[config.mk]
export PLATFORM = sky130hd
export DESIGN_NAME = dispatch_queue
export DESIGN_NICKNAME = d
export VERILOG_FILES = /design/src/rtl/dispatch_queue_pkg.sv /design/src/rtl/dispatch_queue_mem.sv /design/src/rtl/dispatch_queue.sv
export SDC_FILE = /design/constraint.sdc
export NUM_CORES = 2
export LEC_CHECK = 0
export BUFFER_PORTS_ARGS = -buffer_cell sky130_fd_sc_hd__buf_2
export CORE_ASPECT_RATIO = 0.5
export CORE_MARGIN = 5
export CORE_UTILIZATION = 56
export DETAILED_ROUTE_END_ITERATION = 10
export GPL_ROUTABILITY_DRIVEN = 0
export PLACE_DENSITY = 0.81
export SETUP_SLACK_MARGIN = 0.2
export SLEW_MARGIN = 20
export SYNTH_ARGS = -nofsm -noshare
export SYNTH_HDL_FRONTEND = slang
export SYNTH_SLANG_ARGS = --single-unit
[constraint.sdc]
create_clock -name clk_in -period 5.4 [get_ports clk_in]
set_input_delay 0.81 -clock clk_in [delete_from_list [all_inputs] [get_ports clk_in]]
set_output_delay 0.81 -clock clk_in [all_outputs]
set_load 0.05 [all_outputs]
[src/rtl/dispatch_queue_pkg.sv]
// Shared types and op-class codes for the dispatch queue slice.
// Op-class codes match the decoder's operaType encoding for the classes routed to the LSB.
package dispatch_queue_pkg;

  localparam logic [2:0] SType     = 3'd3;
  localparam logic [2:0] ILoadType = 3'd2;

  typedef struct packed {
    logic [31:0] instr;
    logic [31:0] pc;
    logic        pred;
  } dq_entry_t;

  // Memory-class ops go to the LSB; everything else goes to the RS.
  function automatic logic is_mem_op(input logic [2:0] op);
    return (op == SType) || (op == ILoadType);
  endfunction

endpackage

[src/rtl/dispatch_queue_mem.sv]
// DEPTH x 65-bit entry storage: one synchronous write port, one asynchronous read port.
// Contents are not reset; validity is tracked by the owner's count.
module dispatch_queue_mem
  import dispatch_queue_pkg::*;
#(
  parameter int DEPTH = 32,
  parameter int AW    = $clog2(DEPTH)
) (
  input  logic            clk_in,
  input  logic            i_we,
  input  logic [AW-1:0]   i_waddr,
  input  dq_entry_t       i_wdata,
  input  logic [AW-1:0]   i_raddr,
  output dq_entry_t       o_rdata
);

  dq_entry_t r_mem [DEPTH];

  // Entry write on push.
  always_ff @(posedge clk_in) begin
    if (i_we) begin
      r_mem[i_waddr] <= i_wdata;
    end
  end

  assign o_rdata = r_mem[i_raddr];

endmodule

[src/rtl/dispatch_queue.sv]
// Instruction queue between fetch and issue with registered ROB/RS/LSB dispatch.
// Optional same-cycle empty-queue bypass: define DISPATCH_QUEUE_BYPASS_EN.
module dispatch_queue
  import dispatch_queue_pkg::*;
#(
  parameter int   DEPTH       = 32,
  parameter int   AFULL_SLACK = 2,
  localparam int  AW          = $clog2(DEPTH)
) (
  input  logic          clk_in,
  input  logic          rst_in,
  input  logic          rdy_in,
  input  logic          roll_back,
  input  logic          instruction_ready,
  input  logic [31:0]   instruction_in,
  input  logic [31:0]   pc_in,
  input  logic          pred_taken_in,
  input  logic [2:0]    op_type_in,
  input  logic          rob_is_full,
  input  logic          rs_is_full,
  input  logic          lsb_is_full,
  output logic [31:0]   head_instruction,
  output logic          head_valid,
  output logic          ins_to_rob,
  output logic          ins_to_rs,
  output logic          ins_to_lsb,
  output logic [31:0]   instruction_out,
  output logic [31:0]   ins_pc_out,
  output logic          pred_taken_out,
  output logic          is_full,
  output logic          almost_full,
  output logic [AW:0]   count
);

  localparam logic [AW:0] DEPTH_C = (AW+1)'(DEPTH);
  localparam logic [AW:0] SLACK_C = (AW+1)'(AFULL_SLACK);

  logic [AW-1:0] r_head;
  logic [AW-1:0] r_rear;
  logic [AW:0]   r_count;
  logic          r_to_rob;
  logic          r_to_rs;
  logic          r_to_lsb;
  logic [31:0]   r_instr;
  logic [31:0]   r_pc;
  logic          r_pred;

  dq_entry_t     w_rd_entry;
  dq_entry_t     w_wr_entry;
  dq_entry_t     w_head_entry;
  logic          w_empty;
  logic          w_full;
  logic          w_bypass;
  logic          w_head_valid;
  logic          w_mem_op;
  logic          w_can_pop;
  logic          w_pop_q;
  logic          w_push;
  logic          w_we;
  logic [AW:0]   w_count_nxt;

  dispatch_queue_mem #(.DEPTH(DEPTH), .AW(AW)) u_mem (
    .clk_in  (clk_in),
    .i_we    (w_we),
    .i_waddr (r_rear),
    .i_wdata (w_wr_entry),
    .i_raddr (r_head),
    .o_rdata (w_rd_entry)
  );

  assign w_wr_entry = {instruction_in, pc_in, pred_taken_in};
  assign w_empty    = (r_count == '0);
  assign w_full     = (r_count == DEPTH_C);

`ifdef DISPATCH_QUEUE_BYPASS_EN
  assign w_bypass = w_empty && instruction_ready && rdy_in && !roll_back;
`else
  assign w_bypass = 1'b0;
`endif

  assign w_head_entry = w_bypass ? w_wr_entry : w_rd_entry;
  assign w_head_valid = !w_empty || w_bypass;
  assign w_mem_op     = is_mem_op(op_type_in);
  assign w_can_pop    = w_head_valid && !rob_is_full &&
                        (w_mem_op ? !lsb_is_full : !rs_is_full);
  assign w_pop_q      = w_can_pop && !w_empty;
  // A bypassed entry that dispatches immediately never enters storage.
  assign w_push       = instruction_ready && (!w_full || w_pop_q) &&
                        !(w_bypass && w_can_pop);
  assign w_we         = w_push && rdy_in && !roll_back && !rst_in;

  // Occupancy update: push and pop together leave it unchanged.
  always_comb begin
    w_count_nxt = r_count;
    case ({w_push, w_pop_q})
      2'b10:   w_count_nxt = r_count + (AW+1)'(1);
      2'b01:   w_count_nxt = r_count - (AW+1)'(1);
      default: w_count_nxt = r_count;
    endcase
  end

  // Pointers, occupancy, dispatch strobes and payload.
  always_ff @(posedge clk_in or posedge rst_in) begin
    if (rst_in) begin
      r_head   <= '0;
      r_rear   <= '0;
      r_count  <= '0;
      r_to_rob <= 1'b0;
      r_to_rs  <= 1'b0;
      r_to_lsb <= 1'b0;
      r_instr  <= 32'd0;
      r_pc     <= 32'd0;
      r_pred   <= 1'b0;
    end else if (roll_back) begin
      r_head   <= '0;
      r_rear   <= '0;
      r_count  <= '0;
      r_to_rob <= 1'b0;
      r_to_rs  <= 1'b0;
      r_to_lsb <= 1'b0;
    end else if (!rdy_in) begin
      r_to_rob <= 1'b0;
      r_to_rs  <= 1'b0;
      r_to_lsb <= 1'b0;
    end else begin
      if (w_push) begin
        r_rear <= r_rear + AW'(1);
      end
      if (w_pop_q) begin
        r_head <= r_head + AW'(1);
      end
      r_count  <= w_count_nxt;
      r_to_rob <= w_can_pop;
      r_to_rs  <= w_can_pop && !w_mem_op;
      r_to_lsb <= w_can_pop && w_mem_op;
      if (w_can_pop) begin
        r_instr <= w_head_entry.instr;
        r_pc    <= w_head_entry.pc;
        r_pred  <= w_head_entry.pred;
      end
    end
  end

  assign head_instruction = w_head_entry.instr;
  assign head_valid       = w_head_valid;
  assign ins_to_rob       = r_to_rob;
  assign ins_to_rs        = r_to_rs;
  assign ins_to_lsb       = r_to_lsb;
  assign instruction_out  = r_instr;
  assign ins_pc_out       = r_pc;
  assign pred_taken_out   = r_pred;
  assign is_full          = w_full;
  assign almost_full      = (DEPTH_C - r_count) <= SLACK_C;
  assign count            = r_count;

endmodule

* Yosys cells after proc, flatten, opt, wreduce, memory -nomap -nowiden
Memories as Yosys holds them, arrays and structs flattened. Cells that the tools add are included.
Storage, ports and cells: bits in registers 84, memory bits (writable) 2080, memories kept 1
Operators by class: add/sub/neg operators 5, order comparisons 1, equal/unequal tests 5, muxes and demuxes 18, bitwise logic cells 1, reductions and logical operators 28
Memories:
- u_mem.r_mem | words 32, bits a word 65, rd ports 1, clocked after memory_dff 0, wr ports 1, line dispatch_queue_mem.sv:17 | dq_entry_t r_mem [DEPTH];
Operators by type and width (number):
- 5-bit two-way mux | 6
- 6-bit two-way mux | 2
- 6-bit case mux with 2 select lines | 1
- 5-bit by 1-bit adder with 5-bit output (second input constant) | 2
- 1-bit logical AND | 9
- 1-bit two-way mux | 9
- 1-bit logical NOT | 8
- 6-bit by 1-bit adder with 6-bit output (second input constant) | 1
- 3-bit by 2-bit equality test with 1-bit output (second input constant) | 2
- 6-bit equality test (second input constant) | 1
- 6-bit by 2-bit less-or-equal comparator with 1-bit output (second input constant) | 1
- 6-bit logical NOT | 1
- 2-bit AND reduction | 3
- 2-bit nonzero test | 3
- 6-bit by 1-bit subtractor with 6-bit output (second input constant) | 1
- 6-bit subtractor (first input constant) | 1
- 3-bit AND reduction | 1
- 3-bit nonzero test | 1
- 2-bit by 1-bit equality test with 1-bit output (second input constant) | 1
- 2-bit equality test (second input constant) | 1
- 1-bit logical OR | 2
- 1-bit inverter | 1

* Longest topological paths before layout
depth after elaboration 12, depth in mapped cells 11

* Cells and area by module
From an unflattened synthesis, not the netlist that was laid out.
Unflattened totals: cells, all modules 3347, area, all modules 82685.6 µm²
By module, submodules not included:
- dispatch_queue_mem | times used 1, cells an instance 3082, area an instance 78893.2 µm²
- dispatch_queue | times used 1, cells an instance 265, area an instance 3792.4 µm²

* Worst setup path before layout
Ideal clock, no wire load.
path type register -> register, start point register r_count[0] (netlist: count[0]), end point memory u_mem.r_mem[29][0] (netlist bit) (enable), library setup time 0.489 ns, data arrival time 5.142 ns, data required time 4.911 ns, path slack -0.231 ns, cell stages (with the launch flop) 8, cells stage by stage dfrtp_1 inv_1 ha_1 or4b_4 nor2_1 a2111oi_2 nand2_1 nor2_1
RTL lines:
- from (decl) | line dispatch_queue.sv:40 | logic [AW:0] r_count;
- from (signal assigned) | line dispatch_queue.sv:132 | r_count <= w_count_nxt;
- 6-bit equality test | line dispatch_queue.sv:73 | assign w_full = (r_count == DEPTH_C);
- named net is_full | line dispatch_queue.sv:30 | output logic is_full,
- 1-bit logical NOT | line dispatch_queue.sv:88 | assign w_push = instruction_ready && (!w_full || w_pop_q) &&
- 1-bit logical OR | line dispatch_queue.sv:88
- 1-bit logical AND | line dispatch_queue.sv:88
- 1-bit logical AND (3 in a row) | line dispatch_queue.sv:90 | assign w_we = w_push && rdy_in && !roll_back && !rst_in;
- 1-bit two-way mux | line dispatch_queue_mem.sv:21 | if (i_we) begin
- 1-bit two-way mux (not written as such) | line dispatch_queue_mem.sv:22 | r_mem[i_waddr] <= i_wdata;
- to (decl) | line dispatch_queue_mem.sv:17
The timed path passes the listed nets, and every way through them passes these cells.

* Worst setup path in the final report
start point register r_head[2], end point output head_instruction[1]
On the way: cells in the longest elaborated chain, start to end 1
RTL lines:
- from (decl) | line dispatch_queue.sv:38 | logic [AW-1:0] r_head;
- from (signal assigned) | line dispatch_queue.sv:130 | r_head <= r_head + AW'(1);
- memory read 32 x 65 bit
- to (decl) | line dispatch_queue.sv:22 | output logic [31:0] head_instruction,
No other way between the ends.

==> flow_summary.yaml <==
layout:
  drive_gt1_share_pct: 27.1
  final_common_cell: "edfxtp_1"
  finalInstanceArea_mm2: 0.0918
  num-nets-final: 4035
  post-route-util_pct: 62.8
  final_cell_mix: "edfxtp_1, mux4_2, buf_2"
  finalNonFillerCells: 6073
  area_delta_synth_final_pct: 11.2
power_and_ir_drop:
  power_density_mw_per_mm2: 364
  peakVddDrop_v: 0.000369
  leakage_nw: 28.0
  p_total_mw: 33.4
clock_network:
  root_buffer: "clkbuf_16"
  clockBufferDepth: 3
  clock-sinks: 2164
  cts_tree: "built"
  cts-buffers-inserted: 175
  h-tree-depth: 4
  insertion_delay_ns: 0.83
  clk_transition_reported_paths_ns: 0.07
floorplanning:
  fp.dieH_um: 282
  die_w_um: 553
  die-area_mm2: 0.156
  ios: 185
  row_count: 99
  start_util_pct: 56.5
  core_area_mm2: 0.146
global_routing:
  grt_start_max_net_pins: 110
  grt_pass1_vias: 43800
  grt_util_all_layers_pct: 28.0
  overflow: 0
  antenna_found_initial: 14
  grt_pass1_wl_mm: 312
timing:
  max_freq_ghz: 0.197
  finalHoldViolations: 0
  drv_slew: 0
  fin_tns_setup_ns: 0
  setup_viol: 0
  fin_worst_skew_ns: 0.0369
  period_share_pct: 94.0
  rsz0062_at_grt: "no"
  slew_headroom_pct: 28.0
  setup_slack_ns: 0.322
  whs_ns: 0.361
  worst_slew_pin_slew_ns: 1.08
  timing.final.crit_period_ns: 5.08
yosys:
  synth_edf_count: 2080
  synth_seq_cells: 2164
  ys_async_sr_fraction_pct: 3.88
  synth.top_cell.area_share_pct: 75.6
  synth_cell_type_count: 67
  syn-num-nets: 3790
  synth_area_leaders: "edfxtp_1, mux4_2, dfrtp_1"
  synth_area_leader_cell: "edfxtp_1"
  syn_avg_cell_area_um2: 22.3
  synthesis.area_mm2: 0.0826
  syn_inst: 3702
  ys_warn_count: 0
  ys.flop_type: "edfxtp_1"
  yosysSeqAreaShare_pct: 78.1
worst_hold_path:
  hp-class: "in2reg"
placed_design:
  dpl_cell_area_mm2: 0.0862
  portBuffers: 183
  dp_cells: 5735
  dp_hpwl_mm: 107
  pre_cts_slack_ns: 1.13
flow_run:
  maxCapViolCount: 0
route:
  first_iter_violations: 7293
  first_pass_iters: 6
  ant_nets: 0
  wirelength_mm: 217
  avgViaCountPerCell: 7.04
  drcViolationCount: 0
  wl_per_cell_um: 35.8
  num_vias: 42700
setup_path:
  crit_slowest_cell: "dfrtp_4"
  critical-path-max-stage-delay_ns: 0.92
  worstPathCellList: "buf_4 > mux4_2 > a22oi_1 > and3_1 > nor4_1 > buf_2"
  critPathCaptureType: "output pin"
  cp-start-kind: "flop"
  crit_arrival_ns: 4.27
  crit_type: "reg2out"
  cp_max_fo: 43
  required_ns: 4.59
status:
  outcome: "finished, final reports clean"
state kept, by name (all words and copies together) (netlist names):
name             count
count                6
ins_pc_out          32
ins_to_lsb           1
ins_to_rob           1
ins_to_rs            1
instruction_out     32
pred_taken_out       1
r_head               5
r_rear               5
u_mem.r_mem       2080
what timing repair did:
action / 4_1_cts / 5_1_grt
resized for setup: 1 / 0
hold buffers: 1 / 0
setup endpoints to repair: 1 / 0
endpoints found under the hold margin: 9 / 0
buffers inserted: 3 / 0
Yosys cell counts, types with 11 or more instances:
cell type / count
buf_6: 33
nand2_1: 56
a22o_1: 36
a21oi_1: 27
ha_1: 11
a2111oi_0: 13
inv_1: 12
dfrtp_1: 84
o22ai_1: 116
edfxtp_1: 2080
a22oi_1: 46
clkbuf_1: 56
o221ai_1: 33
mux2i_1: 155
a211oi_1: 27
o31ai_1: 19
nand3_1: 17
mux4_2: 454
mux2_2: 33
buf_4: 69
nor3_1: 35
nor2_1: 79
nor4_1: 12
buf_2: 66
path summary, 6_finish.rpt:
check,from,to,slack (ns),cells after the start
worst min register to register,ins_pc_out[15],ins_pc_out[15],0.48,2
min in group asynchronous,rst_in,ins_pc_out[15],0.51,3
max in group asynchronous,rst_in,r_head[2],3.70,4
worst min-delay path,op_type_in[1],ins_to_lsb,0.36,3
worst max register to register,count[0],u_mem.r_mem[31][61],1.23,8
worst max-delay path,r_head[2],head_instruction[1],0.32,6
power by group:
group	leakage, nW	switching [mW]	internal, mW
sequential	19.8	0.169	18.6
combinational	5.54	1.46	0.521
clock	2.74	6.00	6.70
total	28.0	7.62	25.8
metal layers:
layer	vias up	part of all wire, %	global-route usage [%]
li1	16100	-	-
met4	4	4.4	12.4
met5	-	0.012	0
met2	4023	48	44.7
met1	22000	34	37.2
met3	618	14	7.08
cell families (layout without fill, tap and decap cells):
group	Yosys count	after routing	synth area share (%)
flip-flops	2164	2164	78.1
AO/OA/AOI/OAI	369	369	3.29
AND/OR/NAND/NOR	246	246	1.50
XOR/XNOR	10	10	0.106
adder cells (fa/ha/maj)	12	12	0.191
other	0	10	0
multiplexers	653	653	14.9
buffers and inverters	248	640	1.90
cell type report:
cell class / count / area, um2
Timing Repair Buffer: 303 / 2360
Fill cell: 8959 / 54300
Sequential cell: 2164 / 64600
Clock buffer: 235 / 4860
Clock inverter: 89 / 723
Inverter: 13 / 53.8
Multi-Input combinational cell: 1290 / 16800
Antenna cell: 10 / 25.0
Tap cell: 1969 / 2460
worst max-delay path, delay by kind of cell (launching register included):
kind | cells | cell delay, ns
AOI/OAI and AO/OA | 1 | 0.08
DFF | 1 | 0.92
buffers and inverters | 2 | 1.07
muxes | 1 | 0.36
and+or+nand+nor | 2 | 0.95
Power figures use the tool's default switching activity.
